--- src/rtl/fp_pkg.sv ---
// Shared definitions for the floating-point datapath stages.
//   MW   : mantissa width (two's complement)
//   EW   : exponent width (two's complement)
//   SUMW : width of the raw aligned sum (one guard bit above MW)
//   SHW  : width of an alignment shift amount (covers 0..SUMW)
// Helpers:
//   sext17    : sign-extend an MW-bit mantissa to SUMW bits
//   min_shamt : |exponent difference| clamped to SUMW
package fp_pkg;

   localparam int MW   = 16;
   localparam int EW   = 8;
   localparam int SUMW = MW + 1;
   localparam int SHW  = 5;

   function automatic logic [SUMW-1:0] sext17(input logic [MW-1:0] m);
      return {m[MW-1], m};
   endfunction

   // Anything at or beyond SUMW shifts the operand out completely, so the
   // amount saturates there and never needs more than SHW bits.
   function automatic logic [SHW-1:0] min_shamt(input logic [EW:0] d);
      logic [EW:0] mag;
      mag = d[EW] ? -d : d;
      if (mag >= (EW+1)'(SUMW)) begin
         return SHW'(SUMW);
      end
      return mag[SHW-1:0];
   endfunction

endpackage

--- src/rtl/fp_align_shift.sv ---
// Combinational alignment shifter.
//   small_m_i : SUMW-bit two's-complement operand to be aligned
//   shamt_i   : right-shift amount, 0..SUMW
//   aligned_o : small_m_i arithmetic-shifted right; 0 once shamt_i >= SUMW
//   round_o   : last bit shifted out (bit shamt_i-1), 0 when nothing shifted
//               out or the operand was discarded entirely
module fp_align_shift
   import fp_pkg::*;
(
   input  logic [SUMW-1:0] small_m_i,
   input  logic [SHW-1:0]  shamt_i,
   output logic [SUMW-1:0] aligned_o,
   output logic            round_o
);

   logic signed [SUMW-1:0] shifted;

   assign shifted = $signed(small_m_i) >>> shamt_i;

   // A fully shifted-out operand contributes nothing, not the sign fill.
   always_comb begin
      aligned_o = '0;
      round_o   = 1'b0;
      if (shamt_i < SHW'(SUMW)) begin
         aligned_o = shifted;
         if (shamt_i != '0) begin
            round_o = small_m_i[shamt_i - SHW'(1)];
         end
      end
   end

endmodule

--- src/rtl/fp_add_align.sv ---
// Align/add stage of the FP adder, feeding ma/ea of fp_add_justify.
// Two pipeline registers with valid/ready on both sides, latency 2.
//   clk, rst          : clock, synchronous active-high reset
//   in_valid/in_ready : operand-pair handshake
//   ma_a, ea_a        : operand A mantissa / exponent (two's complement)
//   ma_b, ea_b        : operand B mantissa / exponent
//   sub               : 1 = A - B, 0 = A + B
//   out_valid/out_ready : result handshake
//   ma_sum            : raw SUMW-bit sum, not normalized
//   ea_sum            : exponent of the sum (larger input exponent)
// ROUND = 1 adds the last shifted-out bit (round half-up); 0 truncates.
module fp_add_align
   import fp_pkg::*;
#(
   parameter int ROUND = 1
) (
   input  logic            clk,
   input  logic            rst,
   input  logic            in_valid,
   output logic            in_ready,
   input  logic [MW-1:0]   ma_a,
   input  logic [EW-1:0]   ea_a,
   input  logic [MW-1:0]   ma_b,
   input  logic [EW-1:0]   ea_b,
   input  logic            sub,
   output logic            out_valid,
   input  logic            out_ready,
   output logic [SUMW-1:0] ma_sum,
   output logic [EW-1:0]   ea_sum
);

   logic            s1_valid_q;
   logic [SUMW-1:0] big_m_q, big_m_d;
   logic [EW-1:0]   big_e_q, big_e_d;
   logic [SUMW-1:0] small_m_q, small_m_d;
   logic [SHW-1:0]  shamt_q, shamt_d;
   logic            out_valid_q;
   logic [SUMW-1:0] ma_sum_q, ma_sum_d;
   logic [EW-1:0]   ea_sum_q;

   logic            s1_adv, s1_load;
   logic [SUMW-1:0] am, bm, aligned, rnd_add;
   logic [EW:0]     d;
   logic            a_zero, b_zero, round_bit;

   assign s1_adv   = !out_valid_q || out_ready;
   assign in_ready = !s1_valid_q || s1_adv;
   assign s1_load  = in_valid && in_ready;

   // Operand ordering. A zero mantissa is always the small operand so its
   // (meaningless) exponent never wins; exponent tie keeps A as big.
   always_comb begin
      am        = sext17(ma_a);
      bm        = sub ? -sext17(ma_b) : sext17(ma_b);
      d         = {ea_a[EW-1], ea_a} - {ea_b[EW-1], ea_b};
      a_zero    = (ma_a == '0);
      b_zero    = (ma_b == '0);
      big_m_d   = '0;
      big_e_d   = '0;
      small_m_d = '0;
      shamt_d   = '0;
      if (a_zero && b_zero) begin
         big_e_d = '0;
      end else if (b_zero) begin
         big_m_d = am;
         big_e_d = ea_a;
      end else if (a_zero) begin
         big_m_d = bm;
         big_e_d = ea_b;
      end else if (!d[EW]) begin
         big_m_d   = am;
         big_e_d   = ea_a;
         small_m_d = bm;
         shamt_d   = min_shamt(d);
      end else begin
         big_m_d   = bm;
         big_e_d   = ea_b;
         small_m_d = am;
         shamt_d   = min_shamt(d);
      end
   end

   fp_align_shift u_shift (
      .small_m_i (small_m_q),
      .shamt_i   (shamt_q),
      .aligned_o (aligned),
      .round_o   (round_bit)
   );

   assign rnd_add  = (ROUND != 0) ? {{(SUMW-1){1'b0}}, round_bit} : '0;
   assign ma_sum_d = big_m_q + aligned + rnd_add;

   always_ff @(posedge clk) begin
      if (rst) begin
         s1_valid_q  <= 1'b0;
         big_m_q     <= '0;
         big_e_q     <= '0;
         small_m_q   <= '0;
         shamt_q     <= '0;
         out_valid_q <= 1'b0;
         ma_sum_q    <= '0;
         ea_sum_q    <= '0;
      end else begin
         if (in_ready) begin
            s1_valid_q <= in_valid;
         end
         if (s1_load) begin
            big_m_q   <= big_m_d;
            big_e_q   <= big_e_d;
            small_m_q <= small_m_d;
            shamt_q   <= shamt_d;
         end
         // Output registers only change when the downstream slot frees up,
         // which keeps them stable throughout a stall.
         if (s1_adv) begin
            out_valid_q <= s1_valid_q;
            if (s1_valid_q) begin
               ma_sum_q <= ma_sum_d;
               ea_sum_q <= big_e_q;
            end
         end
      end
   end

   assign out_valid = out_valid_q;
   assign ma_sum    = ma_sum_q;
   assign ea_sum    = ea_sum_q;

endmodule

--- config.mk ---
export PLATFORM = sky130hd
export DESIGN_NAME = fp_add_align
export DESIGN_NICKNAME = d
export VERILOG_FILES = /design/src/rtl/fp_pkg.sv /design/src/rtl/fp_align_shift.sv /design/src/rtl/fp_add_align.sv
export SDC_FILE = /design/constraint.sdc
export NUM_CORES = 1
export LEC_CHECK = 0
export CAP_MARGIN = 0
export CORE_AREA = 2 2 115 117
export DETAILED_ROUTE_END_ITERATION = 16
export DIE_AREA = 0 0 117 119
export PLACE_DENSITY_LB_ADDON = 0.08
export SYNTH_ARGS = -nofsm -noshare
export SYNTH_HDL_FRONTEND = slang
export SYNTH_SLANG_ARGS = --single-unit
--- constraint.sdc ---
create_clock -name clk -period 7.42 [get_ports clk]
set_clock_uncertainty 0.15 [all_clocks]
set_input_delay 1.484 -clock clk [delete_from_list [all_inputs] [get_ports clk]]
set_output_delay 1.484 -clock clk [all_outputs]
set_load 0.03 [all_outputs]
==> flow_metrics.tcl, run 1 <==
set metrics [dict create \
    synthTopCellsByArea "dfxtp_1, a21oi_1, nand2_1, ha_1, o21ai_0" \
    cp_slowest_cell "dfxtp_1" \
    ff_latch_area_mm2 0.001481 \
    synth_area_mm2 0.005604 \
    cts_resized 0 \
    rr_endpoint "ma_sum[14]" \
    hold_depth 2 \
    grt_max_degree 64 \
    cp-start-kind "register" \
    firstDrtPassIters 5 \
    p_leak_nw 2.633 \
    post-route-drc-count 0 \
    synth_edf_count 0 \
    io_pins 80 \
    n_antenna_cell 0 \
    holdCritStartpoint "ma_sum[11]" \
    holdWs_ns 0.2993 \
    grt_pass1_vias 4959 \
    htree_levels 3 \
    wl_um 15730 \
    synth_cell_types 61 \
    die_h_um 119 \
    finalCritPeriodShare_pct 69.76 \
    multi_input_area_mm2 0.003855 \
    maxSlewHeadroom_pct 30.01 \
    synthFlopType "dfxtp_1" \
    die_x_um 117 \
    fillCellCount 1258 \
    critical-path-max-stage-delay_ns 0.93 \
    ff2ff_path_depth 16 \
    clock_path_buffers 2 \
    fin_nets 869 \
    cts.sinks 74 \
    timing.final.ws_setup_ns 2.244 \
    gp_congestion 0.8949 \
    layout_common_cells "nand2_1, a21oi_1, clkdlybuf4s50_1" \
    yosysSeqAreaShare_pct 26.43 \
    worst_setup_path_end_kind "register" \
    reg2reg_slack_ns 2.24 \
    setup_viol 0 \
    outcome "completed" \
    drive_gt1_share_pct 7.071 \
    core_mm2 0.01287 \
    via_per_inst 5.657 \
    synthesis.nets 819 \
    syn_inst 737 \
    cap_violations 0 \
    tightest_slew_ns 1.050 \
    worst-endpoint-required_ns 7.57 \
    port_buffers 79 \
    drv_slew 0 \
    insertion_delay_ns 0.35 \
    place_hpwl_um 12070 \
    initial_core_util_pct 43.53 \
    antenna_found_initial 0 \
    final_cell_area_mm2 0.006809 \
    grtUsageTotal_pct 23.41 \
    grt_pass1_wl_um 25630 \
    path_cells "inv_1 > ha_1 > mux4_2 > mux2_2 > nor2_1 > a211oi_1 > fa_1 > inv_1 > fa_1 > nor2b_1 > o21a_1 > o21ai_0 > a211oi_1 > o2111ai_1 > a2111oi_0 > nand3b_1" \
    pre_cts_ws_ns 2.119 \
    antenna_left 0 \
    synth_area_leader_cell "dfxtp_1" \
    clkTransAtPathRegs_ns 0.07 \
    num_rows 42 \
    post-cts-setup-buffers 0 \
    period_needed_ns 5.176 \
    async_flop_share_pct 0 \
    rsz0062_at_grt "false" \
    grt_remaining_overflow 0 \
    hold_path_class "reg -> reg" \
    final_common_cell "nand2_1" \
    p_per_area_mw_per_mm2 210.6 \
    postCtsHoldBufs 0 \
    wl_per_cell_um 16.24 \
    cts_tree "yes" \
    r2r-start "shamt_q[0]" \
    dr.first_iter.drc_count 479 \
    postSynthAreaPerCell_um2 7.604 \
    setup.worst_path.start "shamt_q[0]" \
    critPathMaxFanout 24 \
    cts-root-buf "clkbuf_16" \
    worst_hold_path.endpoint "ma_sum[11]" \
    hold_violations 0 \
    area_growth_pct 21.50 \
    cp.arrival_ns 5.32 \
    ir_drop_mv 0.1136 \
    die_area_mm2 0.01392 \
    setup_tns_ns 0 \
    vias 5476 \
    numCtsBuffers 9 \
    clock.fmax_ghz 0.1932 \
    path_class "reg -> reg" \
    place_area_mm2 0.006485 \
    synth_top_area_share_pct 26.43 \
    yosysWarnings 0 \
    ys_ff_latch 74 \
]
[routing by layer]
| layer | routed length (um) | GRT usage [%] | vias up |
|---|---|---|---|
| met3 | 746 | 3.155 | 24 |
| li1 | - | - | 2770 |
| met4 | 442 | 9.853 | 0 |
| met2 | 6889 | 34.39 | 141 |
| met1 | 7646 | 34.10 | 2541 |
| met5 | 0 | 0 | - |
[cell type report]
cell class	count	share of cell area, %
clock inverter	7	1.452
clock buffer	9	3.308
sequential	74	21.76
inverter	26	1.433
tap	176	3.234
timing repair buffer	85	12.20
multi-input combinational	591	56.62
[sequential cells by signal, indices dropped and copies added, names as in the netlist]
register / count
big_m_q: 17
ma_sum: 17
small_m_q: 17
big_e_q: 8
ea_sum: 8
shamt_q: 5
out_valid: 1
s1_valid_q: 1
[critical path: cells and delay by family (launching register included)]
family	cells	cell delay, ns
adders and majority gates	3	1.12
buffers and inverters	2	0.46
muxes	2	0.50
AOI/OAI and AO/OA	6	1.62
and+or+nand+nor	3	0.35
DFF	1	0.93
[synthesized netlist by cell type, types with 3 or more instances]
| cell type | n |
|---|---|
| a2111o_1 | 3 |
| a211o_1 | 3 |
| a211oi_1 | 20 |
| a21o_1 | 10 |
| a21oi_1 | 80 |
| a22oi_1 | 8 |
| a31oi_1 | 6 |
| and2_1 | 3 |
| buf_1 | 4 |
| buf_2 | 9 |
| clkbuf_1 | 33 |
| dfxtp_1 | 74 |
| fa_1 | 3 |
| ha_1 | 26 |
| inv_1 | 26 |
| mux2_2 | 15 |
| mux2i_1 | 20 |
| mux4_2 | 7 |
| nand2_1 | 105 |
| nand2b_1 | 4 |
| nand3_1 | 17 |
| nand3b_1 | 6 |
| nand4_1 | 4 |
| nor2_1 | 64 |
| nor2b_1 | 14 |
| nor3_1 | 16 |
| nor4_1 | 6 |
| nor4b_1 | 3 |
| o2111ai_1 | 3 |
| o211ai_1 | 15 |
| o21a_1 | 7 |
| o21ai_0 | 48 |
| o31ai_1 | 7 |
| or3_1 | 3 |
| or4_1 | 4 |
| xnor2_1 | 10 |
| xor2_1 | 17 |
[kinds of logic after synthesis]
family / after synthesis / synth area share, %
and+or+nand+nor: 255 / 20.67
DFF: 74 / 26.43
muxes: 44 / 9.801
AOI/OAI and AO/OA: 235 / 26.68
adders and majority gates: 29 / 6.877
buffers and inverters: 72 / 5.023
xor gates and xnor gates: 28 / 4.510
[worst max path at each step]
stage                 end  slack, ns
6_report       ma_sum[14]       2.24
5_1_grt        ma_sum[14]       1.71
4_1_cts        ma_sum[14]       2.23
3_5_place_dp   big_m_q[0]       2.12
3_3_place_gp   big_m_q[0]       2.24
2_1_floorplan  ma_sum[16]       3.21
[per-stage QoR]
stage / util [%] / instances / power [mW]
after CTS: 52.89 / 968 / 1.439
after floorplan: - / 737 / 0.8033
after global routing: 52.89 / 968 / 1.518
final: 52.89 / 968 / 1.434
after global placement: 50.37 / 952 / 0.9407
after detailed placement: 50.37 / 952 / 0.9480
[power breakdown]
group	internal [mW]	total (mW)	switching, mW
Combinational	0.204	0.475	0.271
Sequential	0.431	0.469	0.0378
Clock	0.297	0.489	0.192
Total	0.933	1.43	0.501
Power figures use the tool's default switching activity.
==> run 2, diff against run 1 <==
==> constraint.sdc (replaced) <==
create_clock -name clk -period 5.4 [get_ports clk]
set_clock_uncertainty 0.15 [all_clocks]
set_input_delay 1.08 -clock clk [delete_from_list [all_inputs] [get_ports clk]]
set_output_delay 1.08 -clock clk [all_outputs]
set_load 0.03 [all_outputs]
==> flow_metrics.tcl, run 2 (same netlist as run 1, synthesis figures left out) <==
set metrics [dict create \
    holdCritStartpoint "ma_sum[5]" \
    power.total_mw 1.919 \
    pre_cts_ws_ns 0.9520 \
    post-cts-setup-buffers 0 \
    clock_path_buffers 2 \
    via_per_inst 5.613 \
    stdcell_count 973 \
    fillCellCount 1260 \
    num_rows 42 \
    fin_nets 874 \
    period_needed_ns 4.420 \
    port_buffers 79 \
    cp-start-kind "register" \
    postCtsHoldBufs 0 \
    die_h_um 119 \
    worst_hold_path.endpoint "ma_sum[5]" \
    rr_endpoint "ma_sum[14]" \
    place_inst 957 \
    clock.fmax_ghz 0.2262 \
    hold_path_class "reg -> reg" \
    final_common_cell "nand2_1" \
    firstDrtPassIters 5 \
    ff_latch_area_mm2 0.001481 \
    grt_pass1_wl_um 25880 \
    p_per_area_mw_per_mm2 281.7 \
    critPathMaxFanout 12 \
    vias 5461 \
    grt_pass1_vias 5125 \
    cp.arrival_ns 4.56 \
    io_pins 80 \
    cts_tree "yes" \
    drv_slew 0 \
    tightest_slew_ns 0.8659 \
    met3_usage_pct 3.715 \
    numCtsBuffers 9 \
    finalCritPeriodShare_pct 81.86 \
    p_leak_nw 2.644 \
    postLayoutCoreUtil_pct 52.92 \
    setup_viol 0 \
    n_antenna_cell 0 \
    wl_per_cell_um 16.31 \
    place_hpwl_um 12060 \
    antenna_found_initial 0 \
    ff2ff_path_depth 16 \
    hold_violations 0 \
    clkTransAtPathRegs_ns 0.06 \
    htree_levels 3 \
    drive_gt1_share_pct 7.403 \
    layout_common_cells "nand2_1, a21oi_1, clkdlybuf4s50_1" \
    rsz0062_at_grt "false" \
    ir_drop_mv 0.1619 \
    antenna_left 0 \
    cap_violations 0 \
    worst-endpoint-required_ns 5.54 \
    cts-root-buf "clkbuf_16" \
    hold_depth 2 \
    die_x_um 117 \
    grt_max_degree 63 \
    initial_core_util_pct 43.53 \
    core_mm2 0.01287 \
    grtUsageTotal_pct 23.53 \
    gp_congestion 0.9080 \
    cts.sinks 74 \
    wl_um 15870 \
    grt-busiest-layer "met2" \
    maxSlewHeadroom_pct 42.28 \
    reg2reg_slack_ns 0.98 \
    setup_tns_ns 0 \
    die_area_mm2 0.01392 \
    r2r-start "shamt_q[0]" \
    grt_use_met2_pct 35.44 \
    multi_input_area_mm2 0.003851 \
    grt_remaining_overflow 0 \
    worst_setup_path_end_kind "register" \
    post-route-drc-count 0 \
    path_class "reg -> reg" \
    cts_resized 0 \
    outcome "completed" \
    dr.first_iter.drc_count 459 \
    area_growth_pct 21.57 \
    timing.final.ws_setup_ns 0.9797 \
    grt_util_met1_pct 34.09 \
    insertion_delay_ns 0.35 \
]
## run 2: how the worst max path moves through the flow
stage	depth (start not counted)	from	slack (ns)	endpoint
floorplan	18	shamt_q[0]	1.19	ma_sum[16]
global placement	12	ea_b[0]	1.01	big_m_q[0]
detailed placement	12	ea_b[0]	0.95	big_m_q[0]
CTS	16	shamt_q[0]	0.97	ma_sum[12]
global route	16	shamt_q[0]	0.57	ma_sum[12]
finish	16	shamt_q[0]	0.98	ma_sum[14]
## run 2: per-layer routing
| layer | part of all wire [%] | vias up |
|---|---|---|
| li1 | - | 2782 |
| met1 | 50 | 2528 |
| met2 | 44 | 130 |
| met3 | 4.2 | 21 |
| met4 | 2.0 | 0 |
| met5 | 0 | - |
## run 2: critical path, cell delays in order (launching register included)
cell and delay [ns]:
dfxtp_1 0.31, inv_1 0.26, ha_1 0.37, mux4_2 0.36
mux2_2 0.14, nor2_1 0.04, a211oi_1 0.27, fa_1 0.28
inv_1 0.07, fa_1 0.38, nor2b_1 0.16, o21a_1 0.18
o21ai_0 0.15, a211oi_1 0.45, o2111ai_1 0.19, a2111oi_0 0.43
nand3b_1 0.16
## run 2: area by class of cell
| type | count | area share [%] |
|---|---|---|
| clock buffer | 10 | 3.361 |
| clock inverter | 6 | 0.9550 |
| inverter | 26 | 1.433 |
| multi-input combinational | 591 | 56.53 |
| sequential | 74 | 21.74 |
| tap | 176 | 3.232 |
| timing repair buffer | 90 | 12.75 |
## run 2: through the flow
stage               cell area, um^2  hold slack (ns)
floorplan                      5604           0.2788
finish                         6813           0.2975
global route                   6813           0.3150
global placement               6519           0.2879
CTS                            6813           0.3020
detailed placement             6519           0.2915
## run 2: report_power, final
group / internal (mW) / switching [mW] / total, mW
logic: 0.284 / 0.378 / 0.662
registers: 0.593 / 0.0467 / 0.640
clock network: 0.360 / 0.257 / 0.617
total: 1.24 / 0.682 / 1.92
